===== src/rtl/datapath_trace_unit_pkg.sv =====
// Shared definitions for the datapath trace unit: capture modes, FSM states
// and the trace entry width helper.
package datapath_trace_unit_pkg;

  typedef enum logic [1:0] {
    ST_IDLE = 2'd0,
    ST_RUN  = 2'd1,
    ST_DONE = 2'd2
  } state_e;

  localparam logic MODE_ALL    = 1'b0;
  localparam logic MODE_CHANGE = 1'b1;

  function automatic int entry_width(input int cyc_w, input int xlen, input int num_watch);
    return cyc_w + xlen + num_watch * xlen;
  endfunction

endpackage


===== src/rtl/datapath_trace_unit_fifo.sv =====
// Synchronous trace FIFO with flush; a push into a full FIFO is accepted
// only when a pop frees a slot in the same cycle.
module trace_fifo #(
  parameter int WIDTH = 8,
  parameter int DEPTH = 16
) (
  input  logic             i_clk,
  input  logic             i_rst,
  input  logic             i_flush,
  input  logic             i_push,
  input  logic             i_pop,
  input  logic [WIDTH-1:0] i_wdata,
  output logic [WIDTH-1:0] o_rdata,
  output logic             o_full,
  output logic             o_empty
);

  localparam int AW = $clog2(DEPTH);
  localparam logic [AW:0]   FULL_CNT = (AW+1)'(DEPTH);
  localparam logic [AW:0]   CNT_ONE  = (AW+1)'(1);
  localparam logic [AW-1:0] PTR_ONE  = AW'(1);

  logic [WIDTH-1:0] r_mem [DEPTH];
  logic [AW-1:0]    r_wr_ptr;
  logic [AW-1:0]    r_rd_ptr;
  logic [AW:0]      r_count;
  logic             w_do_push;
  logic             w_do_pop;

  assign w_do_pop  = i_pop & (r_count != (AW+1)'(0));
  assign w_do_push = i_push & ((r_count != FULL_CNT) | w_do_pop);

  // Pointer and occupancy bookkeeping
  always_ff @(posedge i_clk) begin
    if (i_rst || i_flush) begin
      r_wr_ptr <= '0;
      r_rd_ptr <= '0;
      r_count  <= '0;
    end else begin
      if (w_do_push) begin
        r_wr_ptr <= r_wr_ptr + PTR_ONE;
      end
      if (w_do_pop) begin
        r_rd_ptr <= r_rd_ptr + PTR_ONE;
      end
      case ({w_do_push, w_do_pop})
        2'b10:   r_count <= r_count + CNT_ONE;
        2'b01:   r_count <= r_count - CNT_ONE;
        default: r_count <= r_count;
      endcase
    end
  end

  // Storage array; contents need no reset since occupancy gates visibility
  always_ff @(posedge i_clk) begin
    if (w_do_push) begin
      r_mem[r_wr_ptr] <= i_wdata;
    end
  end

  assign o_rdata = r_mem[r_rd_ptr];
  assign o_full  = (r_count == FULL_CNT);
  assign o_empty = (r_count == (AW+1)'(0));

endmodule


===== src/rtl/datapath_trace_unit.sv =====
// Cycle tracer beside the datapath: snapshots PC and watched registers each
// advancing cycle into a drainable FIFO, halting after MAX_CYCLES traced cycles.
module datapath_trace_unit
  import datapath_trace_unit_pkg::*;
#(
  parameter int XLEN       = 32,
  parameter int NUM_WATCH  = 7,
  parameter int DEPTH      = 16,
  parameter int MAX_CYCLES = 15,
  parameter int CYC_W      = 16
) (
  input  logic                                         i_clk,
  input  logic                                         i_rst,
  input  logic                                         i_start,
  input  logic                                         i_mode,
  input  logic                                         i_en,
  input  logic [XLEN-1:0]                              i_pc_in,
  input  logic [NUM_WATCH*XLEN-1:0]                    i_watch_in,
  output logic                                         o_tr_valid,
  input  logic                                         i_tr_ready,
  output logic [entry_width(CYC_W, XLEN, NUM_WATCH)-1:0] o_tr_data,
  output logic                                         o_halt,
  output logic                                         o_busy,
  output logic                                         o_overflow,
  output logic [CYC_W-1:0]                             o_drop_cnt
);

  localparam int EW = entry_width(CYC_W, XLEN, NUM_WATCH);
  localparam int WW = NUM_WATCH * XLEN;
  localparam logic [CYC_W-1:0] LAST_CYC = CYC_W'(MAX_CYCLES - 1);
  localparam logic [CYC_W-1:0] CYC_ONE  = CYC_W'(1);

  state_e           r_state;
  state_e           w_state_nxt;
  logic [CYC_W-1:0] r_cyc;
  logic             r_mode;
  logic [WW-1:0]    r_last;
  logic             r_first;
  logic             r_halt;
  logic             r_busy;
  logic             r_overflow;
  logic [CYC_W-1:0] r_drop_cnt;

  logic             w_capture;
  logic             w_changed;
  logic             w_push;
  logic             w_pop;
  logic             w_drop;
  logic             w_full;
  logic             w_empty;
  logic [EW-1:0]    w_rdata;

  // A restart pulse takes the cycle, so capture is suppressed while start is high
  assign w_capture = (r_state == ST_RUN) & i_en & ~i_start;
  assign w_changed = (r_mode != MODE_CHANGE) | r_first | (i_watch_in != r_last);
  assign w_push    = w_capture & w_changed;
  assign w_pop     = ~w_empty & i_tr_ready;
  assign w_drop    = w_push & w_full & ~w_pop;

  // Next-state decode for the run controller
  always_comb begin
    w_state_nxt = r_state;
    case (r_state)
      ST_IDLE: begin
        if (i_start) begin
          w_state_nxt = ST_RUN;
        end else begin
          w_state_nxt = ST_IDLE;
        end
      end
      ST_RUN: begin
        if (i_start) begin
          w_state_nxt = ST_RUN;
        end else if (i_en && (r_cyc == LAST_CYC)) begin
          w_state_nxt = ST_DONE;
        end else begin
          w_state_nxt = ST_RUN;
        end
      end
      ST_DONE: begin
        if (i_start) begin
          w_state_nxt = ST_RUN;
        end else begin
          w_state_nxt = ST_DONE;
        end
      end
      default: w_state_nxt = ST_IDLE;
    endcase
  end

  // State register with registered halt/busy decoded from the next state
  always_ff @(posedge i_clk) begin
    if (i_rst) begin
      r_state <= ST_IDLE;
      r_halt  <= 1'b0;
      r_busy  <= 1'b0;
    end else begin
      r_state <= w_state_nxt;
      r_halt  <= (w_state_nxt == ST_DONE);
      r_busy  <= (w_state_nxt == ST_RUN);
    end
  end

  // Traced-cycle counter
  always_ff @(posedge i_clk) begin
    if (i_rst) begin
      r_cyc <= '0;
    end else if (i_start) begin
      r_cyc <= '0;
    end else if (w_capture) begin
      r_cyc <= r_cyc + CYC_ONE;
    end else begin
      r_cyc <= r_cyc;
    end
  end

  // Mode latch and change-detect snapshot; snapshot follows every candidate
  always_ff @(posedge i_clk) begin
    if (i_rst) begin
      r_mode  <= 1'b0;
      r_last  <= '0;
      r_first <= 1'b0;
    end else if (i_start) begin
      r_mode  <= i_mode;
      r_last  <= '0;
      r_first <= 1'b1;
    end else if (w_capture) begin
      r_mode  <= r_mode;
      r_last  <= i_watch_in;
      r_first <= 1'b0;
    end else begin
      r_mode  <= r_mode;
      r_last  <= r_last;
      r_first <= r_first;
    end
  end

  // Drop accounting, saturating at all-ones
  always_ff @(posedge i_clk) begin
    if (i_rst || i_start) begin
      r_overflow <= 1'b0;
      r_drop_cnt <= '0;
    end else if (w_drop) begin
      r_overflow <= 1'b1;
      if (r_drop_cnt != {CYC_W{1'b1}}) begin
        r_drop_cnt <= r_drop_cnt + CYC_ONE;
      end else begin
        r_drop_cnt <= r_drop_cnt;
      end
    end else begin
      r_overflow <= r_overflow;
      r_drop_cnt <= r_drop_cnt;
    end
  end

  trace_fifo #(
    .WIDTH (EW),
    .DEPTH (DEPTH)
  ) u_fifo (
    .i_clk   (i_clk),
    .i_rst   (i_rst),
    .i_flush (i_start),
    .i_push  (w_push),
    .i_pop   (w_pop),
    .i_wdata ({r_cyc, i_pc_in, i_watch_in}),
    .o_rdata (w_rdata),
    .o_full  (w_full),
    .o_empty (w_empty)
  );

  assign o_tr_valid = ~w_empty;
  assign o_tr_data  = w_rdata;
  assign o_halt     = r_halt;
  assign o_busy     = r_busy;
  assign o_overflow = r_overflow;
  assign o_drop_cnt = r_drop_cnt;

endmodule


===== config.mk =====
export PLATFORM = sky130hd
export DESIGN_NAME = datapath_trace_unit
export DESIGN_NICKNAME = d
export VERILOG_FILES = /design/src/rtl/datapath_trace_unit_pkg.sv /design/src/rtl/datapath_trace_unit_fifo.sv /design/src/rtl/datapath_trace_unit.sv
export SDC_FILE = /design/constraint.sdc
export NUM_CORES = 2
export LEC_CHECK = 0
export BUFFER_PORTS_ARGS = -buffer_cell sky130_fd_sc_hd__buf_4
export CORE_ASPECT_RATIO = 0.9
export CORE_MARGIN = 2
export CORE_UTILIZATION = 60
export DETAILED_ROUTE_END_ITERATION = 16
export PLACE_DENSITY_LB_ADDON = 0.2
export SLEW_MARGIN = 20
export SYNTH_ARGS = -nofsm -noshare
export SYNTH_HDL_FRONTEND = slang
export SYNTH_MEMORY_MAX_BITS = 65536
export SYNTH_SLANG_ARGS = --single-unit

===== constraint.sdc =====
create_clock -name i_clk -period 50.3 [get_ports i_clk]
set_clock_uncertainty 0.15 [all_clocks]
set_input_delay 5.03 -clock i_clk [delete_from_list [all_inputs] [get_ports i_clk]]
set_output_delay 5.03 -clock i_clk [all_outputs]
set_load 0.005 [all_outputs]

Yosys cells after proc, flatten, opt, wreduce, memory -nomap -nowiden:

Memory sizes are Yosys's and may differ from the RTL's. A register that Yosys moved wholly into a read port is not among the register bits.
Cells that the tools add are included.
Widths: inputs -> output; s select.

* bits in writable memories: 4352
* memories: 1
* register bits: 276
* logic and storage cells: 66
* input bits: 262

Memories
* u_fifo.r_mem: words 16, width 272, rd ports 1, clocked after Yosys merged registers in 1, write ports 1, RTL line datapath_trace_unit_fifo.sv:23 `logic [WIDTH-1:0] r_mem [DEPTH];`

* $add $sub $neg: 6
* equal/unequal tests: 11
* bitwise operators: 15
* muxes and demuxes: 12
* reduce and logical (&&, ||, !) cells: 9

Operators with widths (count)
* $ne 224x224->1: 1
* $add 16x1->16 const B: 2
* $eq 16x4->1 const B: 1
* $ne 16x16->1 const B: 1
* $pmux 5 s2: 1
* $add 4x1->4 const B: 2
* $and 1x1->1: 8
* $mux 4: 2
* $eq 2x1->1 const B: 3
* $eq 2x2->1 const B: 3
* $mux 2: 3
* $pmux 2 s3: 1
* $add 5x1->5 const B: 1
* $eq 5x5->1 const B: 1
* $logic_not 5->1: 1
* $mux 1: 5
* $ne 5x5->1 const B: 1
* $reduce_bool 5->1: 1
* $sub 5x1->5 const B: 1
* $not 1->1: 4
* $reduce_bool 2->1: 2
* $or 1x1->1: 3
* $logic_not 2->1: 1
* $reduce_and 2->1: 1
* 3 further kinds: 3

Logic depth before layout (Yosys ltp):

* depth in word-level cells: 8
* gate-level depth with buffers: 16
* mapped depth without buffers: 15

By module:

From an unflattened synthesis, not the netlist that was laid out.

* cell total of the unflattened synthesis: 8368
* area, all modules: 175200.5 um^2

By module, submodules not included
* trace_fifo: area each 162881.2 um^2, instances 1, seq. area each 131025.7 um^2, cells an instance 6755
* datapath_trace_unit: area each 12319.3 um^2, instances 1, seq. area each 5265.0 um^2, cells an instance 1613

Worst setup path before layout:

OpenSTA, ideal clock, no wires.

* kind: in2reg
* start point: in i_watch_in[45]
* end point: mem u_fifo.r_mem[0][0] (netlist name), enable pin
* required time: 48912 ps
* arrival: 24459 ps
* setup slack: 24453 ps
* library setup time: 1238 ps
* cell stages on the path: 9
* buffers on the path: 0
* cell sequence: nand2b_1 o2111ai_1 nor3_1 and4_1 nand4_1 o21ai_4 nor2_2 nand2_1 nor3_1

* word-level cells in the longest chain between the ends: 6

Ends and longest elaborated chain
* start: declaration: RTL line datapath_trace_unit.sv:18 `input logic [NUM_WATCH*XLEN-1:0] i_watch_in,`
* $ne 224x224->1: RTL line datapath_trace_unit.sv:55 `assign w_changed = (r_mode != MODE_CHANGE) | r_first | (i_watch_in != r_last);`
* $or 1x1->1: RTL line datapath_trace_unit.sv:55
* $and 1x1->1: RTL line datapath_trace_unit.sv:56 `assign w_push = w_capture & w_changed;`
* $and 1x1->1: RTL line datapath_trace_unit_fifo.sv:31 `assign w_do_push = i_push & ((r_count != FULL_CNT) | w_do_pop);`
* $mux 1: RTL line datapath_trace_unit_fifo.sv:56 `if (w_do_push) begin`
* $mux 1 (implied by the code): RTL line datapath_trace_unit_fifo.sv:57 `r_mem[r_wr_ptr] <= i_wdata;`
* end: declaration: RTL line datapath_trace_unit_fifo.sv:23

No other way between the ends.

==> metrics.csv <==
stage,metric,value,unit
clock_tree,CTS tree,built,
place,Final HPWL DP,244,mm
clock_tree,Worst-Skew Late Latency,0.99,ns
finish,Final Non-Filler Cells,12840,
power,Power Density,38.4,mW/mm²
setup_path,Crit path largest cell delay,1.05,ns
setup_path,CP endpoint kind,output port,
power,Peak VDD IR,0.0000344,V
finish,share of cells above drive strength 1,30.1,%
power,Int Pwr,6.10,mW
yosys,Synth area leaders,"edfxtp_1 74%, mux4_2 17%, dfxtp_1 3.2%",
grt,largest net degree at the start of global routing,212,
setup_path,crit path cell chain,buf_4 -> buf_4 -> buf_4 -> mux4_2 -> mux4_2 -> buf_4,
floorplanning,core area,0.291,mm²
setup_path,R2R Setup Slk,43.79,ns
job,maxcap violations,0,
grt,"Remaining Overflow, GRT",0,
clock_tree,Clock Tree Root,clkbuf_16,
power,Sw Share,20.2,%
yosys,largest area contributor in the netlist,edfxtp_1,
yosys,"top cells by count, synth","4352 x edfxtp_1, 1342 x mux4_2, 487 x nand2_1",
floorplanning,Boundary Pins,554,
routing,total number of vias,86258,
floorplanning,Starting Density,60.3,%
sta,Pins Over Slew Limit,0,
setup_path,Worst Path Required,45.12,ns
yosys,Post-synth EDFFs,4352,
clock_tree,postcts setup bufs,0,
grt,GR peak layer,met2,
setup_path,slowest library cell on the worst path,dfxtp_4,
sta,Worst Tran Pin Value,1.21,ns
yosys,yosys warns,0,
setup_path,Startpoint Class,flip-flop,
power,Seq pwr share,55.3,%
sta,RSZ-0062 raised after global routing,false,
floorplanning,chip height,518,µm
floorplanning,total die area,0.297,mm²
power,clock network fraction of design power,42.4,%
routing,residual DRC count,0,
sta,Final period util,22.6,%
grt,initial antenna violation count,90,
grt,routing usage on met3,6.58,%
finish,final core occ,68.3,%
sta,"Hold Violations, Final",0,
grt,global-route wire length before repair,633,mm
routing,First DRT Iteration DRCs,11724,
finish,area grow syn2layout,13.2,%
sta,Final setup viols,0,
routing,first-pass iteration count of the detailed router,6,
grt,global-route met2 utilization,47.5,%
place,routability cong.,0.963,
yosys,Synth Cell Area,0.176,mm²
clock_tree,TritonCTS buffer count,435,
yosys,average footprint of a synthesized cell,22.5,µm²
power,Gate power share,2.3,%
place,placed cell count,11996,
floorplanning,row count,188,
floorplanning,Die Wd,575,µm
clock_tree,Resized cells post-CTS,0,
sta,Setup TNS Final,0,ns
setup_path,worst path arrival time,6.18,ns
grt,total track usage,30.1,%
sta,min cycle time layout,11.36,ns
grt,vias in the first global route,86030,
sta,fmax,88.0,MHz
sta,Slew headroom,19.3,%
yosys,asr flop ratio synth,0,%
routing,Avg Vias per Cell,6.72,
clock_tree,Sink Count,4632,
clock_tree,Hold Buf Count CTS,0,
place,IO buf count,553,
yosys,register bit count reported by yosys,4632,
power,Leak,60.9,nW
clock_tree,H-tree levels,5,
setup_path,worst-path maximum fanout,72,
grt,met1 Resource Use GR,43.0,%
power,Sw Pwr,1.54,mW
routing,final wirelength,448,mm
yosys,fraction of the yosys area taken by sequential cells,77.5,%
routing,wire per inst,34.9,µm
clock_tree,CTS Buffer Depth,4,
yosys,Synth Flop Type,edfxtp_1,
yosys,"count leader, synth",edfxtp_1,
status,status,completed,
setup_path,type of the worst setup path,flip-flop to output port,
routing,Final ANT Viol Nets,0,
min_path,min-delay worst type,flip-flop to flip-flop,
yosys,syn_nets,8076,
yosys,Yosys top cell area share,74.3,%
setup_path,CP most frequent cell,buf_4,
yosys,Netlist cell types,58,
clock_tree,Clock transition at path regs,0.06,ns
finish,Nets,8813,
power,Final Power,7.64,mW
yosys,Cells after Synth,7802,
per-stage QoR:
stage	setup slack, ns	cell area, µm²	hold WS (ns)
2_1_floorplan	24.45	176000	0.286
3_3_place_gp	39.13	185000	0.291
3_5_place_dp	39.09	185000	0.298
4_1_cts	38.81	199000	0.307
5_1_grt	38.68	199000	0.327
6_report	38.94	199000	0.305
critical path: cells and delay by family, from the launching register on:
family | cells | cell delay, ns
DFF | 1 | 1.05
muxes | 2 | 0.98
buffers and inverters | 4 | 2.87
per-layer routing:
metal / part of all wire, % / routed length (µm)
met1: 38 / 169000
met2: 48 / 217000
met3: 11 / 48300
met4: 3.1 / 13800
met5: 0.099 / 444
kinds of logic after synthesis:
family	share of synthesized area [%]
buf+inv	1.02
xor+xnor	0.687
compound gates	1.30
fa+ha+maj	0.0896
mux	17.3
flops	77.5
simple gates	2.09
flip-flops by register name, indices dropped and copies added, names as in the netlist, named ones only:
register         flops
u_fifo.r_mem      4352
u_fifo.r_rd_ptr      4
r_mode               1
u_fifo.r_wr_ptr      4
o_halt               1
r_first              1
u_fifo.r_count       5
r_last             224
o_busy               1
r_state              2
r_cyc               16
o_drop_cnt          16
o_overflow           1
power groups by stage:
| stage | logic (mW) | registers (mW) | clock network (mW) |
|---|---|---|---|
| floorplan | 0.0540 | 4.31 | 0 |
| global placement | 0.167 | 4.30 | 0 |
| detailed placement | 0.174 | 4.30 | 0 |
| CTS | 0.174 | 4.22 | 3.28 |
| global route | 0.184 | 4.22 | 3.42 |
| finish | 0.176 | 4.22 | 3.24 |
area by class of cell:
type	count	area, µm²
diodes	41	103
clock buffers	554	11600
flip-flops and latches	4632	136000
clock inverters	248	2420
well taps	3895	4870
fillers	17399	92500
multi-input cells	2697	37900
repair buffers	697	5520
inverters	76	285
worst paths after layout:
| kind | startpoint | to | cells after the start |
|---|---|---|---|
| setup / recovery | flip-flop | o_tr_data[218] | 6 |
| hold / removal | r_last[193] | r_last[193] | 2 |
| setup reg to reg | r_state[0] | u_fifo.r_mem[10][43] | 11 |
| hold reg to reg | r_last[193] | r_last[193] | 2 |
placed cells by master, fill, tap and decap left out, drive strengths merged, types with 6 or more instances in the layout:
cell type,Yosys,routed
a2111o,13,13
a2111oi,18,18
a211oi,19,19
a21oi,254,254
a31oi,7,7
and3,13,13
buf,109,697
bufinv,0,39
clkbuf,288,554
clkinv,1,180
clkinvlp,0,14
dfxtp,280,280
diode,0,41
edfxtp,4352,4352
ha,11,11
inv,75,91
mux2i,23,23
mux4,1342,1342
nand2,487,487
nand2b,42,42
nand4,34,34
nor2,61,61
nor2b,100,100
nor3,12,12
nor4,31,31
o2111ai,12,12
o21ai,11,11
o221ai,7,7
o22ai,14,14
or3,6,6
xnor2,61,61
xor2,77,77
No activity file was read; power rests on OpenSTA's default activity.
